### config.mk
export PLATFORM = sky130hd
export DESIGN_NAME = mem_arbiter
export DESIGN_NICKNAME = d
export VERILOG_FILES = /design/src/rtl/mem_arbiter.sv
export SDC_FILE = /design/constraint.sdc
export NUM_CORES = 1
export LEC_CHECK = 0
export BUFFER_PORTS_ARGS = -buffer_cell sky130_fd_sc_hd__buf_4
export CORE_AREA = 2 2 107 109
export CTS_CLUSTER_SIZE = 40
export DETAILED_ROUTE_END_ITERATION = 10
export DIE_AREA = 0 0 109 111
export SYNTH_ARGS = -nofsm -noshare
export SYNTH_HDL_FRONTEND = slang
export SYNTH_SLANG_ARGS = --single-unit
export TNS_END_PERCENT = 5
### constraint.sdc
create_clock -name clock -period 3.39 [get_ports clock]
set_input_delay 0.5085 -clock clock [delete_from_list [all_inputs] [get_ports clock]]
set_output_delay 0.5085 -clock clock [all_outputs]
set_load 0.005 [all_outputs]
### src/rtl/mem_arbiter.sv
// Round-robin arbiter sharing one single-port SRAM between a fetch port and a data port.
// One transaction in flight at a time; a hung memory is turned into an error response.
module mem_arbiter #(
  parameter int unsigned TIMEOUT = 256
) (
  input  logic        clock,
  input  logic        reset,
  input  logic        i_req_valid,
  output logic        i_req_ready,
  input  logic [31:0] i_req_addr,
  output logic        i_rsp_valid,
  output logic [31:0] i_rsp_rdata,
  output logic        i_rsp_err,
  input  logic        d_req_valid,
  output logic        d_req_ready,
  input  logic [31:0] d_req_addr,
  input  logic [31:0] d_req_wdata,
  input  logic [3:0]  d_req_be,
  input  logic        d_req_we,
  output logic        d_rsp_valid,
  output logic [31:0] d_rsp_rdata,
  output logic        d_rsp_err,
  output logic        m_req_valid,
  output logic [31:0] m_req_addr,
  output logic [31:0] m_req_wdata,
  output logic [3:0]  m_req_be,
  output logic        m_req_we,
  input  logic        m_rsp_valid,
  input  logic [31:0] m_rsp_rdata,
  output logic        fsm_state
);

  typedef enum logic {IDLE = 1'b0, WAIT = 1'b1} state_t;

  localparam logic [16:0] TIMEOUT_LIM = 17'(TIMEOUT);

  state_t      state;
  logic        last_i;
  logic        owner_d;
  logic [15:0] cnt;

  logic idle;
  logic waiting;
  logic grant_i;
  logic grant_d;
  logic expire;
  logic done;
  logic err;

  // Handshake: a request transfers in the cycle where valid and ready are both 1;
  // ready is only offered in IDLE, so at most one transaction is ever outstanding.
  // Every output is forced to 0 while reset is held low.
  assign idle    = reset && (state == IDLE);
  assign waiting = reset && (state == WAIT);

  // On a tie last_i selects data; last_i resets to 1 so data wins the first tie.
  assign grant_i = i_req_valid && (!d_req_valid || !last_i);
  assign grant_d = d_req_valid && (!i_req_valid || last_i);

  assign i_req_ready = idle && grant_i;
  assign d_req_ready = idle && grant_d;

  assign m_req_valid = i_req_ready || d_req_ready;
  assign m_req_addr  = d_req_ready ? d_req_addr  : (i_req_ready ? i_req_addr : 32'h0);
  assign m_req_wdata = d_req_ready ? d_req_wdata : 32'h0;
  assign m_req_be    = d_req_ready ? d_req_be    : (i_req_ready ? 4'hF : 4'h0);
  assign m_req_we    = d_req_ready && d_req_we;

  // cnt holds completed WAIT cycles, so cnt+1 is the length of WAIT including this cycle.
  assign expire = (TIMEOUT_LIM != 17'd0) && (({1'b0, cnt} + 17'd1) >= TIMEOUT_LIM);
  assign done   = waiting && (m_rsp_valid || expire);
  assign err    = !m_rsp_valid && expire;

  assign i_rsp_valid = done && !owner_d;
  assign d_rsp_valid = done && owner_d;
  assign i_rsp_rdata = (i_rsp_valid && m_rsp_valid) ? m_rsp_rdata : 32'h0;
  assign d_rsp_rdata = (d_rsp_valid && m_rsp_valid) ? m_rsp_rdata : 32'h0;
  assign i_rsp_err   = i_rsp_valid && err;
  assign d_rsp_err   = d_rsp_valid && err;

  assign fsm_state = waiting;

  always_ff @(posedge clock or negedge reset) begin
    if (!reset) begin
      state   <= IDLE;
      last_i  <= 1'b1;
      owner_d <= 1'b0;
      cnt     <= 16'h0;
    end else begin
      case (state)
        IDLE: begin
          if (m_req_valid) begin
            owner_d <= d_req_ready;
            last_i  <= i_req_ready;
            cnt     <= 16'h0;
            state   <= WAIT;
          end
        end
        WAIT: begin
          if (done) begin
            state <= IDLE;
          end else if (cnt != 16'hFFFF) begin
            cnt <= cnt + 16'h1;
          end
        end
        default: state <= IDLE;
      endcase
    end
  end

endmodule

# After elaboration in Yosys (flattened, before gate mapping)
# Index checks and enable logic that the tools add are counted.
[classes] n_mul=0 n_bitwise=1 n_mux=14 n_reduce_logical=26 magnitude_cmp=1 shift=0 n_eq_ne=4 addsub=2 div_mod_pow=0
[op_table] operator="32-bit 2-to-1 mux" count=5
[op_table] operator="16-bit 2-to-1 mux" count=3
[op_table] operator="16-bit one-hot mux with 2 select lines" count=1
[op_table] operator="16-bit by 1-bit adder with 17-bit output (second input constant)" count=1
[op_table] operator="17-bit by 9-bit greater-or-equal comparator with 1-bit output (second input constant)" count=1
[op_table] operator="16-bit by 1-bit adder with 16-bit output (second input constant)" count=1
[op_table] operator="16-bit inequality test (second input constant)" count=1
[op_table] operator="1-bit logical AND" count=15
[op_table] operator="4-bit 2-to-1 mux" count=2
[op_table] operator="1-bit zero test" count=5
[op_table] operator="1-bit logical OR" count=4
[op_table] operator="2-bit inequality test (second input constant)" count=2
[op_table] operator="3-bit AND reduction" count=1
[op_table] operator="1-bit 2-to-1 mux" count=2
[op_table] operator="2-bit by 1-bit inequality test with 1-bit output (second input constant)" count=1
[op_table] operator="1-bit one-hot mux with 2 select lines" count=1
[op_table] operator="2-bit AND reduction" count=1
[op_table] operator="1-bit NOT" count=1
[word_totals] inputBits=138 ff_bits=19 latch_bits=0 mem_bits_ro=0 ramBits=0 output_inout_bits=141 n_memories=0

# Depth between registers and ports, before layout
# Gate-level depths: netlist (run 1).
[depth] ltp_word=7 ltp_mapped=9

# Least setup slack after synthesis (run 1)
# Ideal clock, no wire load.
[synth_path] kind="flip-flop to output port" start="register cnt[0]" end="output d_rsp_valid" t_arrival_ps=1862 path_stages_with_launch=9 path_buffers=0 slack_ps=1020 path_cell_list="dfrtp_1 > ha_1 > nand3_2 > nor4_1 > mux2i_1 > o211ai_2 > a21oi_1 > nor2b_1 > nor2_1"
[synth_via] elab_chain_cells=5
[synth_lines] item="start, declared" line_no="40" rtl="logic [15:0] cnt;"
[synth_lines] item="start signal, assigned" line_no="103" rtl="cnt <= cnt + 16'h1;"
[synth_lines] item="16-bit by 1-bit adder with 17-bit output" line_no="70" rtl="assign expire = (TIMEOUT_LIM != 17'd0) && (({1'b0, cnt} + 17'd1) >= TIMEOUT_LIM);"
[synth_lines] item="17-bit by 9-bit greater-or-equal comparator with 1-bit output" line_no="70"
[synth_lines] item="1-bit logical OR" line_no="71" rtl="assign done = waiting && (m_rsp_valid || expire);"
[synth_lines] item="1-bit logical AND" line_no="71"
[synth_lines] item="1-bit logical AND" line_no="75" rtl="assign d_rsp_valid = done && owner_d;"
[synth_lines] item="end, declared" line_no="20" rtl="output logic d_rsp_valid,"
# No other way between the ends.

# Worst setup path in the final report (run 1)
# Same ends and word-level chain as after synthesis.

==> results of run 1 <==
-- stage by stage --
step                instances  power [W]
finish                    715    0.00157
floorplan                 308   0.000788
global route              715    0.00166
detailed placement        711    0.00132
CTS                       715    0.00157
global placement          711    0.00131
-- worst paths after layout --
check                        from          end  slack, ns
max                        cnt[0]  d_rsp_valid       0.27
min                         reset       cnt[6]       0.07
max reg2reg                cnt[0]       cnt[1]       0.71
min reg2reg                cnt[0]       cnt[0]       0.53
max in group asynchronous   reset       last_i       2.82
min in group clock         cnt[0]       cnt[0]       0.53
-- power by group --
part	internal [W]	switching, W
clock network	0.000158	0.0000897
logic	0.000519	0.000492
registers	0.000267	0.0000418
total	0.000945	0.000624
-- metal layers --
layer / GRT usage, % / share of wire [%]
met5: 0 / 0.10
met4: 3.33 / 0.80
met3: 5.29 / 9.5
met2: 30.3 / 45
met1: 28.3 / 44
-- cell usage in the layout, fill, tap and decap left out, types with 3 or more instances in the layout --
master,instances
inv_1,9
nor2b_1,4
o2bb2ai_1,3
a21o_1,5
nand2b_1,3
nand4_1,3
a31oi_1,3
mux2i_1,7
buf_4,283
nand2_1,18
dfrtp_1,18
o21ai_0,14
nor3_1,5
clkbuf_16,3
a32o_1,4
or2_2,3
nand3_1,7
a22o_1,35
nor2_1,12
and2_1,97
-- cell families after synthesis --
family,synth area share [%]
compound gates,25.4
buf+inv,7.62
flops,19.9
simple gates,43.7
mux,2.92
fa+ha+maj,0.522
-- flip-flops by register name, summed over array words and instances (netlist names) --
register  cells
state         1
last_i        1
cnt          16
owner_d       1
-- area by class of cell --
cell class              instances  area share [%]
clock buffers                   3            1.60
clock inverters                 1           0.107
inverters                       9           0.721
multi-input cells             255            37.4
flip-flops and latches         19            10.2
well taps                     143            3.82
repair buffers                285            46.2
==> results by group, run 1 <==
CTS
  • Clock Tree Root: clkbuf_16
  • # clock sinks: 19
  • CTS buffer count: 3
  • CTS Hold Bufs: 0
  • H-tree depth: 1
  • Clk pin slew, worst setup/hold paths: approximately 0.06 ns
  • Latest clock arrival within the worst-skew pair: ~0.25 ns
  • CTS tree: done
  • # Post-CTS Setup Buffers: 0
  • Post-CTS sizing: 0
  • Bufs on Longest Clock Path: 2

Finish
  • Design Area, Final: 0.00468 mm²
  • Sequential standard cell area: about 480 µm²
  • # nets final: around 700
  • # fillers: around 1100
  • Share of layout cells above drive strength 1: between 50% and 60%
  • Area of the multi-input gates: 0.00175 mm²
  • Area growth syn-to-layout: 95.4%
  • Ant diodes: 0
  • Utilization after layout: 42.3%

Routing
  • Total number of vias: between 3000 and 4000
  • Wire per inst: around 18 µm
  • Drt first pass iters: 4
  • Via-per-instance ratio: about 4.6
  • Initial DRC Count: about 140
  • Routed Antenna Nets: 0
  • Final WL: roughly 13000 µm
  • DRC errors left: 0

Timing
  • Final worst slack: between 0.2 and 0.3 ns
  • Peak Freq: between 300 and 400 MHz
  • Unrepaired setup endpoints after global routing: no
  • Setup TNS: 0 ns
  • Worst hold margin: roughly 0.075 ns
  • Fin crit share: between 90% and 100%
  • Max Slew Vio Count: 0
  • Final Hold Fails: 0
  • Worst slew pin tran: around 0.75 ns
  • Fin crit period: ~3.1 ns
  • # setup viols final: 0
  • Final clock skew: about 0.0036 ns
  • Max_slew headroom: between 40% and 50%

Setup path
  • WP buf/inv: 1
  • Delay-heaviest family, CP: simple AND/OR/NAND/NOR gates
  • Crit end category: output pin
  • Worst reg2reg path depth: 8
  • Worst Path Max Fanout: 7
  • Arr. time, crit path: between 2 and 3 ns
  • Crit-path slowest cell: nor4_1
  • Number of cells on the critical path: 9
  • Cell breakdown of the critical path: ha_1 -> nand3_2 -> nor4_1 -> mux2i_1 -> o211ai_2 -> a21oi_1 -> nor2b_1 -> nor2_1 -> buf_4
  • CP Class: flip-flop to output pin
  • Worst setup SP type: flip-flop
  • CP required: ~2.9 ns
  • Critical Path Max Stage Delay: around 0.41 ns

Place
  • Detailed Place HPWL: 10700 µm
  • DP Worst Slack: approximately 0.59 ns
  • Routability cong.: 0.876
  • Port bufs: approximately 280
  • Placed cell area: 0.00460 mm²

Run status
  • Outcome: completed

Logic synthesis
  • Post-Syn Nets: 447
  • Share of the synthesized area in the top cell type: about a quarter
  • Distinct cell type count after synthesis: 51
  • Main area contributors after synthesis: and2_1 25%, dfrtp_1 19%, a22o_1 13%
  • Avg Synthesized Cell Area: 7.78 µm²
  • EDFF count, synth: 0
  • Top cell type by total area after synthesis: and2_1
  • Post-Syn Area: between 0.002 and 0.0025 mm²
  • Seq cells post-synth: 19
  • FFs w/ async S/R, synth: 100%
  • Synth Flop Type: dfrtp_1
  • Top cells by count, synth: 97 x and2_1, 35 x a22o_1, 18 x dfrtp_1, 18 x nand2_1, 17 x clkbuf_1
  • Synth warn: 0
  • Cells after Synth: 308
  • Most frequent cell after synthesis: and2_1
  • Sequential area share after synthesis: between 10% and 20%

Hold path
  • Hold Crit Class: input port to async pin

Floorplanning
  • Rows: 39
  • Io pins: 279
  • Die area: 0.0121 mm²
  • Starting Density: a little over a fifth
  • Placeable Area: around 0.011 mm²
  • Chip height: between 100 and 150 µm
  • Die W: ~110 µm

GRT
  • Pin count of the biggest net entering global routing: 62
  • Initial antenna violation count: 1
  • Grt ovf: 0
  • Vias in the first global route: between 3000 and 4000
  • Tot GR Track Use: about a fifth
  • First-pass GRT wire length: between 15000 and 20000 µm

Power
  • Lkg Pwr: ~2.5 nW
  • PD cells: about 330 mW/mm²
  • VDD IR max: 204 µV

Flow run
  • Max cap viols: 0
Note: power is estimated with default switching activity, not from simulation.
==> run 2: changes to the inputs <==
ABC_AREA = 1   (was unset)
CORE_AREA = 2 2 109 111   (was 2 2 107 109)
DIE_AREA = 0 0 111 113   (was 0 0 109 111)
==> run 2 against run 1 <==
Worst hold slack better by 0.17 ns. Combinational power down 9%. Critical path depth fell by 1. Largest power group unchanged. Register-to-register slack gained 0.07 ns. Clock power is essentially flat. Clock-buffer cell count stayed put. Flip-flop and latch count unchanged. First-iteration DRC count increased by 120%. Via count rose by 17%. Non-clock buffer count is 1 higher.
==> results by group, run 2 <==
Timing
  • # setup viols final: 0 (unchanged)
  • Final Hold Fails: 0 (unchanged)
  • Setup TNS: 0 ns (unchanged)
  • Max Slew Vio Count: 0 (unchanged)
  • Unrepaired setup endpoints after global routing: no
  • Fin crit share: 84.0% (-8.2 points)
  • Peak Freq: 351 MHz (+9.8%)
  • Max_slew headroom: 67.3% (+18 points)
  • Worst slew pin tran: 0.489 ns (-0.260 ns)
  • Fin crit period: 2.85 ns (-0.278 ns)
  • Final clock skew: 0.00235 ns (-0.00126 ns)

Power
  • Lkg Pwr: 2.89 nW (+15%)
  • VDD IR max: 239 µV (+17%)
  • Sw Ratio: 42.0% (+2.2 points)
  • P_sw: 0.000620 W (-0.61%)
  • Pint: 0.000857 W (-9.3%)
  • PD cells: 318 mW/mm² (-4.9%)
  • Clock Power Share: 17.0% (+1.2 points)
  • Gate power share: 62.2% (-2.3 points)
  • Power share of the sequential group: 20.9% (+1.2 points)

CTS
  • H-tree depth: 1 (unchanged)
  • Clock Tree Root: clkbuf_16
  • CTS buffer count: 3 (unchanged)
  • Latest clock arrival within the worst-skew pair: 0.26 ns (about the same)
  • # Post-CTS Setup Buffers: 0 (unchanged)
  • Post-CTS sizing: 0 (unchanged)
  • CTS tree: done
  • Bufs on Longest Clock Path: 2 (unchanged)
  • Clk pin slew, worst setup/hold paths: 0.06 ns (about the same)
  • # clock sinks: 19 (unchanged)
  • CTS Hold Bufs: 0 (unchanged)

Logic synthesis
  • Post-Syn Nets: 561 (+26%)
  • Top cell type by total area after synthesis: dfrtp_1
  • Most frequent cell after synthesis: nor2_1
  • Cells after Synth: 422 (+37%)
  • Distinct cell type count after synthesis: 27 (-47%)
  • Synth warn: 0 (unchanged)
  • Seq cells post-synth: 19 (unchanged)
  • Sequential area share after synthesis: 20.4% (+0.51 points)
  • Avg Synthesized Cell Area: 5.54 µm² (-29%)
  • Main area contributors after synthesis: dfrtp_1 19%, nor2_1 19%, inv_1 13%
  • FFs w/ async S/R, synth: 100% (unchanged)
  • Top cells by count, synth: 119 x nor2_1, 84 x inv_1, 73 x nand2_1
  • Synth Flop Type: dfrtp_1
  • EDFF count, synth: 0 (unchanged)
  • Share of the synthesized area in the top cell type: 19.3% (-6.0 points)
  • Post-Syn Area: 0.00234 mm² (-2.5%)

Finish
  • Area growth syn-to-layout: 98.4%
  • Commonest non-fill, non-tap cell in the layout: buf_4
  • Max FFs per register: 16 (unchanged)
  • Share of layout cells above drive strength 1: 44.3% (-9.9 points)
  • Ant diodes: 0 (unchanged)
  • Utilization after layout: 41.1% (-1.1 points)
  • Final Non-Filler Cells: 834 (+17%)
  • # nets final: 831 (+17%)
  • Most flops, register: cnt
  • Most frequent cells in the layout: 286 x buf_4, 119 x nor2_1, 84 x inv_1
  • Design Area, Final: 0.00464 mm² (-0.99%)

Setup path
  • Reg-to-Reg Start: state
  • Worst Path Max Fanout: 31 (+24)
  • Cell breakdown of the critical path: inv_2 -> nand2_1 -> inv_1 -> nand3_1 -> inv_1 -> buf_4 -> a22o_1 -> buf_4
  • CP Class: flip-flop to output pin
  • Crit end category: output pin
  • R2r endpoint: cnt[9]
  • Crit-path slowest cell: dfrtp_1
  • Worst reg2reg path depth: 10 (+2)
  • Worst setup SP type: flip-flop
  • R2r setup slk: 0.78 ns (+0.07 ns)
  • Arr. time, crit path: 2.34 ns (-0.28 ns)
  • Critical Path Max Stage Delay: 0.44 ns (+0.03 ns)
  • CP required: 2.88 ns (about the same)

Place
  • Cells after DPL: 830 (+17%)
  • Detailed Place HPWL: 11900 µm (+11%)
  • Port bufs: 278 (unchanged)
  • Placed cell area: 0.00456 mm² (-1.0%)
  • Routability cong.: 1.00 (+14%)

Routing
  • Highest Signal Layer: met4
  • WL met1: 5680 µm (+0.50%)
  • Initial DRC Count: 312 (+120%)
  • Final WL: 14000 µm (+9.7%)
  • Drt first pass iters: 5 (+1)
  • Routed Antenna Nets: 0 (unchanged)
  • Metal2 WL: 6720 µm (+17%)
  • DRC errors left: 0 (unchanged)
  • Wire per inst: 16.8 µm (-6.0%)
  • Met3 routed WL: 1310 µm (+8.7%)
  • Total number of vias: 3817 (+17%)
  • Via-per-instance ratio: 4.58 (about the same)

Floorplanning
  • Die area: 0.0125 mm² (+3.7%)
  • Io pins: 279 (unchanged)
  • Rows: 39 (unchanged)
  • Chip height: 113 µm (+1.8%)
  • Starting Density: 20.7% (-0.91 points)
  • Die W: 111 µm (+1.8%)
  • Placeable Area: 0.0113 mm² (+1.8%)

GRT
  • Pin count of the biggest net entering global routing: 35 (-44%)
  • Grt ovf: 0 (unchanged)
  • Vias in the first global route: 3700 (+19%)
  • First-pass GRT wire length: 20800 µm (+14%)
  • Initial antenna violation count: 0 (-1)
  • Tot GR Track Use: 21.1% (+1.3 points)

Run status
  • Outcome: completed

Flow run
  • Max cap viols: 0 (unchanged)

Hold path
  • Hold Crit Class: input port to async pin
==> run 2: how the worst max path moves through the flow <==
| stage | startpoint | endpoint |
|---|---|---|
| after floorplan | cnt[0] | d_rsp_valid |
| after global placement | cnt[0] | cnt[3] |
| after detailed placement | state | m_req_addr[30] |
| after CTS | state | m_req_addr[30] |
| after global routing | state | m_req_addr[28] |
| final | state | m_req_addr[28] |
==> run 2: power groups by stage <==
stage / clock, W / sequential [W] / combinational [W]
CTS: 0.000253 / 0.000307 / 0.000922
detailed placement: 0 / 0.000310 / 0.000921
finish: 0.000250 / 0.000308 / 0.000918
global placement: 0 / 0.000308 / 0.000908
global route: 0.000269 / 0.000314 / 0.00100
floorplan: 0 / 0.000301 / 0.000413
==> run 2: cell type report <==
| type | instances | area [µm²] |
|---|---|---|
| Fill cell | 1197 | 6630 |
| Tap cell | 143 | 179 |
| Timing Repair Buffer | 286 | 2150 |
| Sequential cell | 19 | 477 |
| Clock inverter | 1 | 5.00 |
| Multi-Input combinational cell | 294 | 1430 |
| Clock buffer | 3 | 75.1 |
| Inverter | 88 | 330 |
==> run 2: kinds of logic after synthesis <==
kind of cell	share of synthesized area, %
AO/OA/AOI/OAI	14.7
XOR/XNOR	1.12
adder cells (fa/ha/maj)	0.535
buffers and inverters	18.6
flip-flops	20.4
AND/OR/NAND/NOR	44.6
==> run 2: layer usage <==
metal,GRT usage (%),up-vias
met4,5.67,0
li1,-,1829
met1,27.4,1744
met2,36.1,232
met5,0,-
met3,4.07,12
==> run 2: through the flow <==
stage          hold WS [ns]  total power [W]  setup slack (ns)
5_1_grt               0.270          0.00159             0.325
2_1_floorplan         0.213         0.000714              1.15
3_5_place_dp          0.515          0.00123             0.824
4_1_cts               0.259          0.00148             0.547
3_3_place_gp          0.506          0.00122             0.928
6_report              0.249          0.00148             0.544
==> run 2: critical path, delay by kind of cell (launching register included) <==
| kind | cells | cell delay (ns) |
|---|---|---|
| AOI/OAI and AO/OA | 1 | 0.29 |
| DFF | 1 | 0.44 |
| and+or+nand+nor | 2 | 0.20 |
| buffers and inverters | 5 | 1.14 |
